<file path="src/rtl/control_unit_if.sv">
// rtl/control_unit_if.sv - instruction/status inputs and datapath strobes of the control unit
interface control_unit_if;
  logic [31:0] instr;
  logic        con;
  logic        stop;
  logic        run;
  logic        PCout, PCin, IncPC, MARin, MDRin, MDRread, MDRout, IRin, Yin, Zlowin, Zhighin;
  logic        ZLowout, ZHighout, HIin, HIout, LOin, LOout, Cout, InPortout, IPin, OPin;
  logic        conffin, wren;
  logic        Gra, Grb, Grc, Rin, Rout, BAout;
  logic [3:0]  ALUselect;

  modport master (
    output instr, con, stop,
    input  run,
    input  PCout, PCin, IncPC, MARin, MDRin, MDRread, MDRout, IRin, Yin, Zlowin, Zhighin,
    input  ZLowout, ZHighout, HIin, HIout, LOin, LOout, Cout, InPortout, IPin, OPin,
    input  conffin, wren, Gra, Grb, Grc, Rin, Rout, BAout, ALUselect
  );

  modport slave (
    input  instr, con, stop,
    output run,
    output PCout, PCin, IncPC, MARin, MDRin, MDRread, MDRout, IRin, Yin, Zlowin, Zhighin,
    output ZLowout, ZHighout, HIin, HIout, LOin, LOout, Cout, InPortout, IPin, OPin,
    output conffin, wren, Gra, Grb, Grc, Rin, Rout, BAout, ALUselect
  );
endinterface

</file>
<file path="src/rtl/control_unit.sv">
// rtl/control_unit.sv - Moore step-counter control unit with memory-wait and halt states
module control_unit #(
  parameter int MEM_WAIT = 1,
  parameter int OP_W     = 5
) (
  input  logic          clk,
  input  logic          clr,
  control_unit_if.slave cu
);
  typedef enum logic [3:0] {
    S_T0, S_T1, S_T2, S_T3, S_T4, S_T5, S_T6, S_T7, S_WAIT, S_HALT
  } state_t;

  typedef enum logic [3:0] {
    C_NOP, C_RFMT, C_IMM, C_LD, C_LDI, C_ST, C_MULDIV, C_NEGNOT,
    C_BR, C_JR, C_JAL, C_IN, C_OUT, C_MFLO, C_MFHI, C_HALT
  } cls_t;

  localparam logic [1:0] WAIT_INIT = (MEM_WAIT > 0) ? 2'(MEM_WAIT - 1) : 2'd0;

  function automatic cls_t classify(input logic [OP_W-1:0] op);
    int unsigned v;
    v = 32'(op);
    case (v) inside
      0:       return C_LD;
      1:       return C_LDI;
      2:       return C_ST;
      [3:11]:  return C_RFMT;
      [12:14]: return C_IMM;
      15, 16:  return C_MULDIV;
      17, 18:  return C_NEGNOT;
      19:      return C_BR;
      20:      return C_JAL;
      21:      return C_JR;
      22:      return C_IN;
      23:      return C_OUT;
      24:      return C_MFLO;
      25:      return C_MFHI;
      27:      return C_HALT;
      default: return C_NOP;
    endcase
  endfunction

  function automatic logic [3:0] alu_code(input logic [OP_W-1:0] op);
    int unsigned v;
    v = 32'(op);
    case (v)
      4:       return 4'b0001;
      5, 13:   return 4'b0010;
      6, 14:   return 4'b0011;
      7:       return 4'b0111;
      8:       return 4'b1000;
      9:       return 4'b0100;
      10:      return 4'b0101;
      11:      return 4'b0110;
      15:      return 4'b1100;
      16:      return 4'b1011;
      17:      return 4'b1001;
      18:      return 4'b1010;
      default: return 4'b0000;
    endcase
  endfunction

  state_t          state_q, state_d;
  logic [OP_W-1:0] opcode_q, opcode_d;
  logic [1:0]      cnt_q, cnt_d;
  logic            wait_ld_q, wait_ld_d;
  logic            stop_q, stop_d;
  logic            done;
  cls_t            cls_in, cls_q;
  logic [3:0]      alu;

  assign cls_in = classify(cu.instr[31:32-OP_W]);
  assign cls_q  = classify(opcode_q);
  assign alu    = alu_code(opcode_q);
  assign cu.run = (state_q != S_HALT);

  always_ff @(posedge clk or negedge clr) begin
    if (!clr) begin
      state_q   <= S_T0;
      opcode_q  <= '0;
      cnt_q     <= 2'd0;
      wait_ld_q <= 1'b0;
      stop_q    <= 1'b0;
    end else begin
      state_q   <= state_d;
      opcode_q  <= opcode_d;
      cnt_q     <= cnt_d;
      wait_ld_q <= wait_ld_d;
      stop_q    <= stop_d;
    end
  end

  always_comb begin
    state_d   = state_q;
    opcode_d  = opcode_q;
    cnt_d     = cnt_q;
    wait_ld_d = wait_ld_q;
    done      = 1'b0;
    case (state_q)
      S_T0: begin
        wait_ld_d = 1'b0;
        cnt_d     = WAIT_INIT;
        state_d   = (MEM_WAIT > 0) ? S_WAIT : S_T1;
      end
      S_WAIT: begin
        // the same wait state serves the fetch read and the ld data read
        if (cnt_q == 2'd0) state_d = wait_ld_q ? S_T6 : S_T1;
        else               cnt_d   = cnt_q - 2'd1;
      end
      S_T1: state_d = S_T2;
      S_T2: begin
        opcode_d = cu.instr[31:32-OP_W];
        case (cls_in)
          C_HALT:  state_d = S_HALT;
          C_NOP:   done    = 1'b1;
          default: state_d = S_T3;
        endcase
      end
      S_T3: begin
        if (cls_q inside {C_JR, C_IN, C_OUT, C_MFLO, C_MFHI}) done = 1'b1;
        else state_d = S_T4;
      end
      S_T4: begin
        if (cls_q inside {C_NEGNOT, C_JAL}) done = 1'b1;
        else state_d = S_T5;
      end
      S_T5: begin
        case (cls_q)
          C_RFMT, C_IMM, C_LDI: done = 1'b1;
          C_LD: begin
            if (MEM_WAIT > 0) begin
              state_d   = S_WAIT;
              wait_ld_d = 1'b1;
              cnt_d     = WAIT_INIT;
            end else begin
              state_d = S_T6;
            end
          end
          default: state_d = S_T6;
        endcase
      end
      S_T6: begin
        if (cls_q inside {C_LD, C_ST}) state_d = S_T7;
        else done = 1'b1;
      end
      S_T7:    done = 1'b1;
      S_HALT:  state_d = S_HALT;
      default: state_d = S_T0;
    endcase
    if (done) state_d = (stop_q || cu.stop) ? S_HALT : S_T0;
    stop_d = (state_d == S_T0) ? 1'b0 : (stop_q | cu.stop);
  end

  // strobes are gated by clr so a reset mid-instruction never leaks a write
  always_comb begin
    {cu.PCout, cu.PCin, cu.IncPC, cu.MARin, cu.MDRin, cu.MDRread, cu.MDRout, cu.IRin} = '0;
    {cu.Yin, cu.Zlowin, cu.Zhighin, cu.ZLowout, cu.ZHighout, cu.HIin, cu.HIout} = '0;
    {cu.LOin, cu.LOout, cu.Cout, cu.InPortout, cu.IPin, cu.OPin, cu.conffin, cu.wren} = '0;
    {cu.Gra, cu.Grb, cu.Grc, cu.Rin, cu.Rout, cu.BAout} = '0;
    cu.ALUselect = 4'b0000;
    if (clr) begin
      case (state_q)
        S_T0:   {cu.PCout, cu.MARin, cu.IncPC, cu.IPin} = 4'hF;
        S_WAIT: cu.MDRread = 1'b1;
        S_T1:   {cu.MDRread, cu.MDRin} = 2'b11;
        S_T2:   {cu.MDRout, cu.IRin} = 2'b11;
        S_T3: begin
          case (cls_q)
            C_RFMT, C_IMM:      {cu.Grb, cu.Rout, cu.Yin} = 3'b111;
            C_LD, C_LDI, C_ST:  {cu.Grb, cu.BAout, cu.Yin} = 3'b111;
            C_MULDIV:           {cu.Gra, cu.Rout, cu.Yin} = 3'b111;
            C_NEGNOT: begin
              {cu.Grb, cu.Rout, cu.Zlowin} = 3'b111;
              cu.ALUselect = alu;
            end
            C_BR:    {cu.Gra, cu.Rout, cu.conffin} = 3'b111;
            C_JR:    {cu.Gra, cu.Rout, cu.PCin} = 3'b111;
            C_JAL:   {cu.PCout, cu.Grb, cu.Rin} = 3'b111;
            C_IN:    {cu.InPortout, cu.Gra, cu.Rin} = 3'b111;
            C_OUT:   {cu.Gra, cu.Rout, cu.OPin} = 3'b111;
            C_MFLO:  {cu.LOout, cu.Gra, cu.Rin} = 3'b111;
            C_MFHI:  {cu.HIout, cu.Gra, cu.Rin} = 3'b111;
            default: ;
          endcase
        end
        S_T4: begin
          case (cls_q)
            C_RFMT: begin
              {cu.Grc, cu.Rout, cu.Zlowin} = 3'b111;
              cu.ALUselect = alu;
            end
            C_IMM: begin
              {cu.Cout, cu.Zlowin} = 2'b11;
              cu.ALUselect = alu;
            end
            C_LD, C_LDI, C_ST: {cu.Cout, cu.Zlowin} = 2'b11;
            C_MULDIV: begin
              {cu.Grb, cu.Rout, cu.Zlowin, cu.Zhighin} = 4'hF;
              cu.ALUselect = alu;
            end
            C_NEGNOT: {cu.ZLowout, cu.Gra, cu.Rin} = 3'b111;
            C_BR:     {cu.PCout, cu.Yin} = 2'b11;
            C_JAL:    {cu.Gra, cu.Rout, cu.PCin} = 3'b111;
            default:  ;
          endcase
        end
        S_T5: begin
          case (cls_q)
            C_RFMT, C_IMM, C_LDI: {cu.ZLowout, cu.Gra, cu.Rin} = 3'b111;
            C_LD, C_ST:           {cu.ZLowout, cu.MARin} = 2'b11;
            C_MULDIV:             {cu.ZLowout, cu.LOin} = 2'b11;
            C_BR:                 {cu.Cout, cu.Zlowin} = 2'b11;
            default:              ;
          endcase
        end
        S_T6: begin
          case (cls_q)
            C_LD:     {cu.MDRread, cu.MDRin} = 2'b11;
            C_ST:     {cu.Gra, cu.Rout, cu.MDRin} = 3'b111;
            C_MULDIV: {cu.ZHighout, cu.HIin} = 2'b11;
            C_BR: begin
              cu.ZLowout = 1'b1;
              cu.PCin    = cu.con;
            end
            default:  ;
          endcase
        end
        S_T7: begin
          case (cls_q)
            C_LD:    {cu.MDRout, cu.Gra, cu.Rin} = 3'b111;
            C_ST:    cu.wren = 1'b1;
            default: ;
          endcase
        end
        default: ;
      endcase
    end
  end
endmodule

</file>
<file path="src/flat_wrapper.sv">
// flat-port wrapper written by rule: the top's interface ports become plain ports
module control_unit_flat 
#(
  parameter int MEM_WAIT = 1,
  parameter int OP_W     = 5
)
  (clk, clr, cu_instr, cu_con, cu_stop, cu_run, cu_PCout, cu_PCin, cu_IncPC, cu_MARin, cu_MDRin, cu_MDRread, cu_MDRout, cu_IRin, cu_Yin, cu_Zlowin, cu_Zhighin, cu_ZLowout, cu_ZHighout, cu_HIin, cu_HIout, cu_LOin, cu_LOout, cu_Cout, cu_InPortout, cu_IPin, cu_OPin, cu_conffin, cu_wren, cu_Gra, cu_Grb, cu_Grc, cu_Rin, cu_Rout, cu_BAout, cu_ALUselect);
  control_unit_if cu_i ();
  input  logic clk;
  input  logic clr;
  input wire logic [$bits(cu_i.instr)-1:0] cu_instr;
  input wire logic [$bits(cu_i.con)-1:0] cu_con;
  input wire logic [$bits(cu_i.stop)-1:0] cu_stop;
  output wire logic [$bits(cu_i.run)-1:0] cu_run;
  output wire logic [$bits(cu_i.PCout)-1:0] cu_PCout;
  output wire logic [$bits(cu_i.PCin)-1:0] cu_PCin;
  output wire logic [$bits(cu_i.IncPC)-1:0] cu_IncPC;
  output wire logic [$bits(cu_i.MARin)-1:0] cu_MARin;
  output wire logic [$bits(cu_i.MDRin)-1:0] cu_MDRin;
  output wire logic [$bits(cu_i.MDRread)-1:0] cu_MDRread;
  output wire logic [$bits(cu_i.MDRout)-1:0] cu_MDRout;
  output wire logic [$bits(cu_i.IRin)-1:0] cu_IRin;
  output wire logic [$bits(cu_i.Yin)-1:0] cu_Yin;
  output wire logic [$bits(cu_i.Zlowin)-1:0] cu_Zlowin;
  output wire logic [$bits(cu_i.Zhighin)-1:0] cu_Zhighin;
  output wire logic [$bits(cu_i.ZLowout)-1:0] cu_ZLowout;
  output wire logic [$bits(cu_i.ZHighout)-1:0] cu_ZHighout;
  output wire logic [$bits(cu_i.HIin)-1:0] cu_HIin;
  output wire logic [$bits(cu_i.HIout)-1:0] cu_HIout;
  output wire logic [$bits(cu_i.LOin)-1:0] cu_LOin;
  output wire logic [$bits(cu_i.LOout)-1:0] cu_LOout;
  output wire logic [$bits(cu_i.Cout)-1:0] cu_Cout;
  output wire logic [$bits(cu_i.InPortout)-1:0] cu_InPortout;
  output wire logic [$bits(cu_i.IPin)-1:0] cu_IPin;
  output wire logic [$bits(cu_i.OPin)-1:0] cu_OPin;
  output wire logic [$bits(cu_i.conffin)-1:0] cu_conffin;
  output wire logic [$bits(cu_i.wren)-1:0] cu_wren;
  output wire logic [$bits(cu_i.Gra)-1:0] cu_Gra;
  output wire logic [$bits(cu_i.Grb)-1:0] cu_Grb;
  output wire logic [$bits(cu_i.Grc)-1:0] cu_Grc;
  output wire logic [$bits(cu_i.Rin)-1:0] cu_Rin;
  output wire logic [$bits(cu_i.Rout)-1:0] cu_Rout;
  output wire logic [$bits(cu_i.BAout)-1:0] cu_BAout;
  output wire logic [$bits(cu_i.ALUselect)-1:0] cu_ALUselect;
  assign cu_i.instr = cu_instr;
  assign cu_i.con = cu_con;
  assign cu_i.stop = cu_stop;
  assign cu_run = cu_i.run;
  assign cu_PCout = cu_i.PCout;
  assign cu_PCin = cu_i.PCin;
  assign cu_IncPC = cu_i.IncPC;
  assign cu_MARin = cu_i.MARin;
  assign cu_MDRin = cu_i.MDRin;
  assign cu_MDRread = cu_i.MDRread;
  assign cu_MDRout = cu_i.MDRout;
  assign cu_IRin = cu_i.IRin;
  assign cu_Yin = cu_i.Yin;
  assign cu_Zlowin = cu_i.Zlowin;
  assign cu_Zhighin = cu_i.Zhighin;
  assign cu_ZLowout = cu_i.ZLowout;
  assign cu_ZHighout = cu_i.ZHighout;
  assign cu_HIin = cu_i.HIin;
  assign cu_HIout = cu_i.HIout;
  assign cu_LOin = cu_i.LOin;
  assign cu_LOout = cu_i.LOout;
  assign cu_Cout = cu_i.Cout;
  assign cu_InPortout = cu_i.InPortout;
  assign cu_IPin = cu_i.IPin;
  assign cu_OPin = cu_i.OPin;
  assign cu_conffin = cu_i.conffin;
  assign cu_wren = cu_i.wren;
  assign cu_Gra = cu_i.Gra;
  assign cu_Grb = cu_i.Grb;
  assign cu_Grc = cu_i.Grc;
  assign cu_Rin = cu_i.Rin;
  assign cu_Rout = cu_i.Rout;
  assign cu_BAout = cu_i.BAout;
  assign cu_ALUselect = cu_i.ALUselect;
  control_unit #(.MEM_WAIT(MEM_WAIT), .OP_W(OP_W)) u_core (.clk(clk), .clr(clr), .cu(cu_i));
endmodule
</file>
<file path="config.mk">
export PLATFORM = sky130hd
export DESIGN_NAME = control_unit_flat
export DESIGN_NICKNAME = d
export VERILOG_FILES = /design/src/rtl/control_unit_if.sv /design/src/rtl/control_unit.sv /design/src/flat_wrapper.sv
export SDC_FILE = /design/constraint.sdc
export NUM_CORES = 1
export LEC_CHECK = 0
export ABC_AREA = 1
export CORE_AREA = 2 2 72 68
export DETAILED_ROUTE_END_ITERATION = 10
export DIE_AREA = 0 0 74 70
export PLACE_DENSITY = 0.84
export SYNTH_ARGS = -nofsm -noshare
export SYNTH_HDL_FRONTEND = slang
export SYNTH_SLANG_ARGS = --single-unit
</file>
<file path="constraint.sdc">
create_clock -name clk -period 6 [get_ports clk]
set_input_delay 0.9 -clock clk [delete_from_list [all_inputs] [get_ports clk]]
set_output_delay 0.9 -clock clk [all_outputs]
set_load 0.05 [all_outputs]
</file>
==> flow_summary_export.csv <==
group,metric,value,unit
outcome,status,"finished, final reports clean",
drt,ant_nets,0,
finish,fin_area,2644,um^2
drt,wl,5.773,mm
clocking,clkTransAtPathRegs,0.06,ns
finish,final_common_cell,"nor2_1",
yosys,synthesis.nets,416,
drt,drt_iter0_drc,148,
critical_path,worst_r2r_startpoint,"u_core.opcode_q[0]",
clocking,clockBufferDepth,2,
grt,grt_pass1_vias,2344,
timing,post-route-period-util,0.7867,
floorplan,die_w,74,um
critical_path,cp.arrival,3.82,ns
clocking,cts_sinks,13,
timing,setup_tns,0,ns
clocking,hold_buffers,0,
finish,syn_to_final_growth,23.50,%
floorplan,fp-row-count,24,
clocking,numCtsBuffers,3,
grt,grt_usage,0.2309,
clocking,insertion_delay,0.24,ns
drt,firstDrtPassIters,5,
floorplan,die_area,5180,um^2
placement,dpl.hpwl,4.653,mm
power,leakage,0.001251,uW
timing,hold_slack,0.4970,ns
yosys,synth-seq-area-share,0.1520,
drt,wire_per_inst,12.13,um
timing,tightestPinTransition,0.6996,ns
critical_path,crit_fanout,7,
clocking,post_cts_buffers,0,
drt,vias,2567,
placement,gp_congestion,0.9247,
worst_hold_path,hold_path.class,"reg -> reg",
finish,nets,456,
clocking,cts_max_level,1,
critical_path,required,5.10,ns
floorplan,core_area,4534,um^2
floorplan,ios,70,
power,total_power,1378,uW
timing,clock_skew,0.0008031,ns
yosys,synth_cell_type_count,40,
grt,grt_start_max_net_pins,20,
yosys,synthFlopType,"dfrtp_1",
critical_path,reg2reg_slack,3.09,ns
placement,io_buffers,42,
power,power.density,521.3,nW/um^2
critical_path,crit_type,"reg -> out",
yosys,ys_seq_elements,13,
timing,setup_viol,0,
power,vdd_drop_max,232.5,uV
drt,drc,0,
clocking,cts_tree,"yes",
floorplan,die_h,70,um
critical_path,endpoint_kind,"output port",
timing,rsz0062_at_grt,"no",
floorplan,initial_utilization,0.4721,
yosys,synth-edff-count,0,
timing,relSlewSlack,0.5319,
clocking,cts_root_buffer,"clkbuf_8",
yosys,yosysWarnings,0,
grt,grt_first_pass_wirelength,9.880,mm
critical_path,start_kind,"flop",
timing,fin_crit,4.720,ns
finish,mostFrequentLayoutCells,"nor2_1 (77), nand2_1 (75), inv_1 (49)",
grt,antenna_found_initial,0,
finish,n_antenna_cell,0,
timing,maxSlewViolCount,0,
flow_run,maxCapViolCount,0,
finish,layout-drive-gt1-share,0.1241,
yosys,synthCells,372,
clocking,cts_resized,0,
grt,grt_remaining_overflow,0,
placement,place_area,2599,um^2
drt,vias_per_cell,5.393,
yosys,syn_area_per_cell,5.755,um^2
worst_hold_path,hp-start,"u_core.stop_q",
yosys,async_flop_share,1.000,
timing,max_freq,211.9,MHz
critical_path,crit_start,"u_core.opcode_q[1]",
yosys,syn_area,2141,um^2
timing,timing_hold_violations_final,0,
## kinds of logic after synthesis
family	Yosys count	share of synthesized area
simple gates	226	0.5161
buf+inv	69	0.1309
compound gates	56	0.1543
flops	13	0.1520
fa+ha+maj	8	0.04676
## area by class of cell
class                           count  area, um^2
Sequential cell                    13       325.3
Inverter                           61       229.0
Clock buffer                        4       45.04
Timing Repair Buffer               43       427.9
Fill cell                         453        1891
Multi-Input combinational cell    290        1535
Tap cell                           65       81.33
## sequential cells by signal (all words and copies together) (netlist names)
register	count
u_core.wait_ld_q	1
u_core.cnt_q	2
u_core.opcode_q	5
u_core.stop_q	1
u_core.state_q	4
## cell usage after synthesis, types with 4 or more instances
cell type  instances  area (um^2)
nor2_1            77        289.0
nand2_1           75        281.5
inv_1             49        183.9
nand3_1           20        100.1
o21ai_0           19        95.09
a21oi_1           17        85.08
dfrtp_1           13        325.3
inv_2             11        41.29
nand2_2           10        62.56
nor3_1            10        50.05
ha_1               8        100.1
nand3_2            7        70.07
nor4_1             6        37.54
nand4_1            5        31.28
nor2_2             4        25.02
## critical path: stages (launching register included)
cell and delay, ns:
dfrtp_1 0.44, inv_1 0.18, ha_1 0.26, nand2_1 0.09, inv_1 0.13, nand2_2 0.14
inv_1 0.11, o21bai_1 0.11, nand2_1 0.06, nand2_1 0.05, nand2_1 0.08, nand2_2 0.13
nand2_4 0.09, inv_2 0.08, nand3_2 0.14, nand2_1 0.17, a21oi_1 0.17, a2111oi_2 0.28
clkdlybuf4s50_1 0.86
## stage by stage
stage          worst slack, ns  instances    util
2_1_floorplan            1.637        372       -
6_report                 1.280        476  0.5831
3_5_place_dp             1.578        472  0.5731
3_3_place_gp             1.655        472  0.5731
4_1_cts                  1.304        476  0.5831
5_1_grt                 0.9870        476  0.5831
## where the power goes
| group | switching, uW | internal (uW) | total, uW |
|---|---|---|---|
| clock | 31.2 | 46.9 | 78.1 |
| combinational | 784 | 335 | 1120 |
| sequential | 55.8 | 126 | 181 |
## routing by layer
| metal | track usage | part of all wire | up-vias |
|---|---|---|---|
| li1 | - | - | 1289 |
| met1 | 0.3211 | 0.45 | 1155 |
| met2 | 0.3661 | 0.46 | 113 |
| met3 | 0.03175 | 0.067 | 10 |
| met4 | 0.07273 | 0.017 | 0 |
| met5 | 0 | 0 | - |
## worst paths after layout
check,endpoint,cells after the start
setup / recovery,cu_ALUselect[0],18
hold / removal,u_core.stop_q,2
setup reg to reg,u_core.stop_q,18
hold reg to reg,u_core.stop_q,2
max in group asynchronous,u_core.opcode_q[3],2
min in group asynchronous,u_core.wait_ld_q,2
No activity file was read; power rests on OpenSTA's default activity.
